===== config.mk =====
export PLATFORM = sky130hd
export DESIGN_NAME = shift_add_multiplier
export DESIGN_NICKNAME = d
export VERILOG_FILES = /design/src/rtl/shift_add_multiplier_pkg.sv /design/src/rtl/multiplier_controller.sv /design/src/rtl/shift_add_multiplier.sv
export SDC_FILE = /design/constraint.sdc
export NUM_CORES = 1
export LEC_CHECK = 0
export ABC_AREA = 0
export CAP_MARGIN = 5
export CORE_MARGIN = 5
export CORE_UTILIZATION = 40
export DETAILED_ROUTE_END_ITERATION = 16
export PLACE_DENSITY = 0.65
export SKIP_CTS_REPAIR_TIMING = 1
export SLEW_MARGIN = 20
export SYNTH_ARGS = -nofsm -noshare
export SYNTH_HDL_FRONTEND = slang
export SYNTH_SLANG_ARGS = --single-unit
export TNS_END_PERCENT = 1

===== constraint.sdc =====
create_clock -name clk -period 1.6 [get_ports clk]
set_input_delay 0.24 -clock clk [delete_from_list [all_inputs] [get_ports clk]]
set_output_delay 0.24 -clock clk [all_outputs]
set_load 0.05 [all_outputs]

===== src/rtl/shift_add_multiplier_pkg.sv =====
// Shared definitions for the shift-and-add multiplier: controller state encoding
// and default operand/product widths.
package shift_add_multiplier_pkg;

    typedef enum logic [1:0] {
        StIdle  = 2'd0,
        StLoadQ = 2'd1,
        StCalc  = 2'd2,
        StDone  = 2'd3
    } state_e;

    localparam int unsigned DefaultWidth = 6;
    localparam int unsigned ProductWidth = 2 * DefaultWidth;

endpackage


===== src/rtl/multiplier_controller.sv =====
// Controller FSM and iteration counter for the shift-and-add multiplier.
// Drives the datapath load/clear/step enables plus the busy and done flags.
module multiplier_controller
    import shift_add_multiplier_pkg::*;
#(
    parameter int unsigned WIDTH = DefaultWidth,
    parameter int unsigned CNT_W = 3
) (
    input  logic clk,
    input  logic rst,
    input  logic start,
    output logic m_ld,
    output logic q_ld,
    output logic a_clr,
    output logic step_en,
    output logic done,
    output logic busy
);

    localparam logic [CNT_W-1:0] LastCnt = CNT_W'(WIDTH - 1);

    state_e           state_q, state_d;
    logic [CNT_W-1:0] cnt_q, cnt_d;

    always_ff @(posedge clk) begin
        if (rst) begin
            state_q <= StIdle;
            cnt_q   <= '0;
        end else begin
            state_q <= state_d;
            cnt_q   <= cnt_d;
        end
    end

    always_comb begin
        state_d = state_q;
        cnt_d   = cnt_q;
        m_ld    = 1'b0;
        q_ld    = 1'b0;
        a_clr   = 1'b0;
        step_en = 1'b0;
        done    = 1'b0;
        busy    = (state_q != StIdle);
        case (state_q)
            StIdle: begin
                // start is only honoured here; requests in other states are dropped
                if (start) begin
                    m_ld    = 1'b1;
                    state_d = StLoadQ;
                end
            end
            StLoadQ: begin
                q_ld    = 1'b1;
                a_clr   = 1'b1;
                cnt_d   = '0;
                state_d = StCalc;
            end
            StCalc: begin
                step_en = 1'b1;
                cnt_d   = cnt_q + 1'b1;
                if (cnt_q == LastCnt) begin
                    state_d = StDone;
                end
            end
            StDone: begin
                done    = 1'b1;
                state_d = StIdle;
            end
            default: state_d = StIdle;
        endcase
    end

endmodule


===== src/rtl/shift_add_multiplier.sv =====
// Sequential unsigned shift-and-add multiplier: operands arrive on a shared bus
// (multiplicand, then multiplier), one add-or-skip plus right shift per clock.
module shift_add_multiplier
    import shift_add_multiplier_pkg::*;
#(
    parameter int unsigned WIDTH = DefaultWidth,
    parameter int unsigned CNT_W = 3
) (
    input  logic               clk,
    input  logic               rst,
    input  logic               start,
    input  logic [WIDTH-1:0]   In_bus,
    output logic               busy,
    output logic               done,
    output logic [2*WIDTH-1:0] Product
);

    logic             m_ld, q_ld, a_clr, step_en;
    logic             c_q;
    logic [WIDTH-1:0] a_q, q_q, m_q;
    logic [WIDTH:0]   sum;

    multiplier_controller #(
        .WIDTH (WIDTH),
        .CNT_W (CNT_W)
    ) u_ctrl (
        .clk     (clk),
        .rst     (rst),
        .start   (start),
        .m_ld    (m_ld),
        .q_ld    (q_ld),
        .a_clr   (a_clr),
        .step_en (step_en),
        .done    (done),
        .busy    (busy)
    );

    // c_q is always cleared by the shift, so {c_q, a_q} is the zero-extended accumulator
    always_comb begin
        sum = {c_q, a_q};
        if (q_q[0]) begin
            sum = {c_q, a_q} + {1'b0, m_q};
        end
    end

    always_ff @(posedge clk) begin
        if (rst) begin
            c_q <= 1'b0;
            a_q <= '0;
            q_q <= '0;
            m_q <= '0;
        end else if (m_ld) begin
            m_q <= In_bus;
        end else if (q_ld && a_clr) begin
            q_q <= In_bus;
            a_q <= '0;
            c_q <= 1'b0;
        end else if (step_en) begin
            {c_q, a_q, q_q} <= {1'b0, sum, q_q[WIDTH-1:1]};
        end
    end

    assign Product = {a_q, q_q};

endmodule


Yosys cells after proc, flatten, opt, wreduce, memory -nomap -nowiden
Cells that the tools add are included.
{"block": "totals", "out_inout_bits": 14, "wordCells": 37, "in_bits": 9, "ff_bits": 24}
{"block": "classes", "mux": 16, "reduce_logical": 6, "eq_ne": 6, "n_addsub": 2, "bitwise": 1}
{"op": "6-bit 2-to-1 mux", "n": 4}
{"op": "2-bit case mux with 4 select lines", "n": 1}
{"op": "7-bit by 6-bit adder with 7-bit output", "n": 1}
{"op": "1-bit 2-to-1 mux", "n": 7}
{"op": "7-bit 2-to-1 mux", "n": 1}
{"op": "3-bit case mux with 2 select lines", "n": 1}
{"op": "2-bit nonzero test", "n": 3}
{"op": "2-bit equality test (second input constant)", "n": 2}
{"op": "2-bit 2-to-1 mux", "n": 2}
{"op": "2-bit AND reduction", "n": 2}
{"op": "3-bit by 1-bit adder with 3-bit output (second input constant)", "n": 1}
{"op": "3-bit equality test (second input constant)", "n": 1}
{"op": "2-bit by 1-bit equality test with 1-bit output (second input constant)", "n": 1}
{"op": "2-bit logical NOT", "n": 1}
{"op": "2-bit by 1-bit != test with 1-bit output (second input constant)", "n": 1}
{"op": "2-bit != test (second input constant)", "n": 1}
{"op": "1-bit NOT", "n": 1}

Longest topological paths before layout
{"block": "depth", "ltp_word": 4, "mapped_depth": 8, "ltp_nobuf": 6}

Cells and area by module
A second synthesis with hierarchy kept.
{"block": "unflattened", "hier_cells": 155, "hier_area_um2": 1412.6}
{"mod": "shift_add_multiplier", "n_inst": 1, "cells_per_inst": 117, "area_each_um2": 1073.5}
{"mod": "multiplier_controller", "n_inst": 1, "cells_per_inst": 38, "area_each_um2": 339.1}

Worst setup path before layout
No wires, ideal clock.
{"block": "synth_path", "path_type": "register -> register", "start": "register a_q[0]", "end": "register a_q[3]", "required_ps": 1483, "synth_period_minus_slack_ps": 1990, "arrival_ps": 1872, "setup_time_ps": 117, "setup_slack_ps": -390, "stages_incl_launch_ff": 7, "cell_sequence": "dfxtp_1 > ha_1 > fa_1 > a21o_1 > a211oi_1 > o2bb2ai_1 > a32o_1"}
{"block": "synth_between", "elab_chain_len": 4}
{"element": "start, declared", "line_no": "shift_add_multiplier.sv:20", "text": "logic [WIDTH-1:0] a_q, q_q, m_q;"}
{"element": "start signal, assigned", "line_no": "shift_add_multiplier.sv:59", "text": "{c_q, a_q, q_q} <= {1'b0, sum, q_q[WIDTH-1:1]};"}
{"element": "7-bit by 6-bit adder with 7-bit output", "line_no": "shift_add_multiplier.sv:42", "text": "sum = {c_q, a_q} + {1'b0, m_q};"}
{"element": "7-bit 2-to-1 mux", "line_no": "shift_add_multiplier.sv:41", "text": "if (q_q[0]) begin"}
{"element": "6-bit 2-to-1 mux", "line_no": "shift_add_multiplier.sv:58", "text": "end else if (step_en) begin"}
{"element": "6-bit 2-to-1 mux", "line_no": "shift_add_multiplier.sv:54", "text": "end else if (q_ld && a_clr) begin"}
No other way between the ends. The select of a mux whose other input is x is not followed.
A chain may end at the register's enable or synchronous reset.

Worst setup path in the final report
Same ends and word-level chain as after synthesis.

==> results.md <==
* P per Cell Area at 1720 mW/mm2
* Final Hold Vio Count at 0
* Max-Cap Viols at 0
* P_leak at roughly 0.78 nW
* Register area share after synthesis at 33.7%
* Status: finished with violations
* Synth top cells by count: dfxtp_1 (23), a21oi_1 (15), ha_1 (13), nor2_1 (13), nand2_1 (11)
* RSZ-0062 raised after global routing: yes
* Post-Syn Nets at about 180
* Clock tree buffer depth at 2
* Worst Path Max Fanout at 3
* Crit Path Category: reg2reg
* Synth top area share at about a third
* Flop pwr share at 25.5%
* Area leader, netlist: dfxtp_1
* Avg Cell Area, Syn at slightly below 9 um2
* Setup TNS at -65.4 ps
* Pre-antenna DRT Iters at 4
* Synthesized area at between 0.001 and 0.0015 mm2
* Worst setup SP type: flip-flop
* Share of cells above drive strength 1 at 33.7%
* PortBufs at 22
* H-tree depth at 1
* VDD IR-drop max at between 1 and 1.5 mV
* Row Count at 21
* Max Transition Viols Final at 0
* Final-stage net count at 217
* Clock power share at 8.4%
* Dpl hpwl at about 2500 um
* Asr flop ratio synth at 0%
* Initial DRC count at 29
* Synthesized instance count at about 160
* Fin util at 56.7%
* Hold_ws at approximately 480 ps
* Synth cell types at 38
* WL per Instance at 13.3 um
* Final setup fails at 2
* Largest net degree at the start of global routing at 16
* Number of global-route vias before repair at 1281
* DIE AREA at 0.00469 mm2
* Root buffer cell: clkbuf_4
* Clock tree from TritonCTS: yes
* Failing checks: negative setup slack
* DRC at 0
* Final Wtd Congestion at 0.936
* Vias per cell at about 5.1
* Final Skew at 2.83 ps
* Int Pwr at roughly 1.7 mW
* Layout Area Growth over Synthesis at 37.1%
* Clock transition at path regs at ~130 ps
* Worst EP arrival at roughly 1900 ps
* First-pass GRT wire length at approximately 5600 um
* YS warnings at 0
* Worst skew pair latency at between 300 and 400 ps
* Worst hold path type: reg2reg
* Switching share of power at between 40% and 50%
* Setup slack at placement at -77.0 ps
* Total Routed Length at about 3200 um
* Most common cell in the netlist: dfxtp_1
* Yosys reg bits at 23
* Die Span Y at between 60 and 70 um
* Setup ws final at -52.5 ps
* Crit. End Element: flip-flop
* Core area at roughly 0.0033 mm2
* Logic pwr share at 66.1%
* Via count at about 1200
* Initial antenna violation count at 0
* Req. time, crit path at 1820 ps
* I/O pin total at 23
* Slew at the pin with the worst max-slew slack at 362 ps
* Sw Pwr at ~1.5 mW
* Die X at ~68 um
* F_max at slightly above 600 MHz
* Initial core utilization at 41.3%
* Top FF cell, synth: dfxtp_1
* All-Layer GR Usage at approximately 16%
* Synth top area cells: dfxtp_1 (34%), ha_1 (12%), mux2i_1 (5.9%)
* ANT nets after route at 0
* Clk sink count at 23
* Final total power at 3.23 mW
* # diodes at 0
* Number of flops mapped to enable cells by yosys at 0
* Num CTS Buffers at 3
* Rel. slew slack at 75.9%
* Fin crit period at between 1500 and 2000 ps
* Fin crit share at 103%
* Total gr overflow at 0
-- worst paths after layout --
kind	startpoint	end	slack [ps]	depth (start not counted)
min	m_q[3]$_SDFFE_PP0P_	m_q[3]$_SDFFE_PP0P_	480	2
min reg2reg	m_q[3]$_SDFFE_PP0P_	m_q[3]$_SDFFE_PP0P_	480	2
max	a_q[0]$_SDFFE_PP0P_	a_q[3]$_SDFFE_PP0P_	-50	6
max reg2reg	a_q[0]$_SDFFE_PP0P_	a_q[3]$_SDFFE_PP0P_	-50	6
-- logic make-up after synthesis --
kind of cell | share of synthesized area (%)
flip-flops | 33.7
adder cells (fa/ha/maj) | 13.4
XOR/XNOR | 0.641
AO/OA/AOI/OAI | 21.6
AND/OR/NAND/NOR | 17.7
buffers and inverters | 6.31
multiplexers | 6.68
-- final cells by class --
| type | count | area, um2 |
|---|---|---|
| Clock inverter | 1 | 5.00 |
| Timing Repair Buffer | 43 | 388 |
| Inverter | 8 | 30.0 |
| Fill cell | 329 | 1440 |
| Clock buffer | 3 | 22.5 |
| Sequential cell | 23 | 480 |
| Tap cell | 46 | 57.6 |
| Multi-Input combinational cell | 115 | 892 |
-- power by group through the flow --
stage	combinational, mW	clock [mW]	sequential, mW
3_5_place_dp	2.01	0	0.823
3_3_place_gp	1.96	0	0.816
4_1_cts	2.02	0.279	0.810
2_1_floorplan	1.09	0	1.08
6_report	2.14	0.272	0.824
5_1_grt	2.31	0.305	0.844
-- critical path, cell delays in order (launching register included) --
cell and delay, ps:
dfxtp_4 370, ha_4 160, fa_2 380, a21o_1 190, a211oi_2 180, o2bb2ai_1 80
a32o_1 200
-- placed cells by master (no fill, tap or decap), drive strengths merged, types with 3 or more instances in the layout --
master,count
nand3,9
nor2,13
mux2i,8
a21oi,15
buf,35
dfxtp,23
nand2,12
ha,13
clkbuf,3
nand3b,3
a211oi,7
inv,8
o21ai,7
nor3,4
clkdlybuf4s50,8
-- sequential cells by signal (all words and copies together), names as in the netlist --
name	flops
a_q	6
m_q	6
q_q	6
u_ctrl.cnt_q	3
u_ctrl.state_q	2
-- routing by layer --
layer	track usage [%]	wire, um	share of wire [%]	up-vias
met5	0	0	0	-
met4	5.46	30	0.95	0
met3	3.12	127	4.0	4
met2	26.8	1540	49	21
met1	19.0	1470	46	578
li1	-	-	-	626
-- metrics by stage --
step | instances | instance area (um2)
finish | 239 | 1880
global route | 239 | 1880
CTS | 238 | 1800
detailed placement | 234 | 1780
global placement | 234 | 1780
floorplan | 155 | 1400
(Power assumes the default switching activity.)
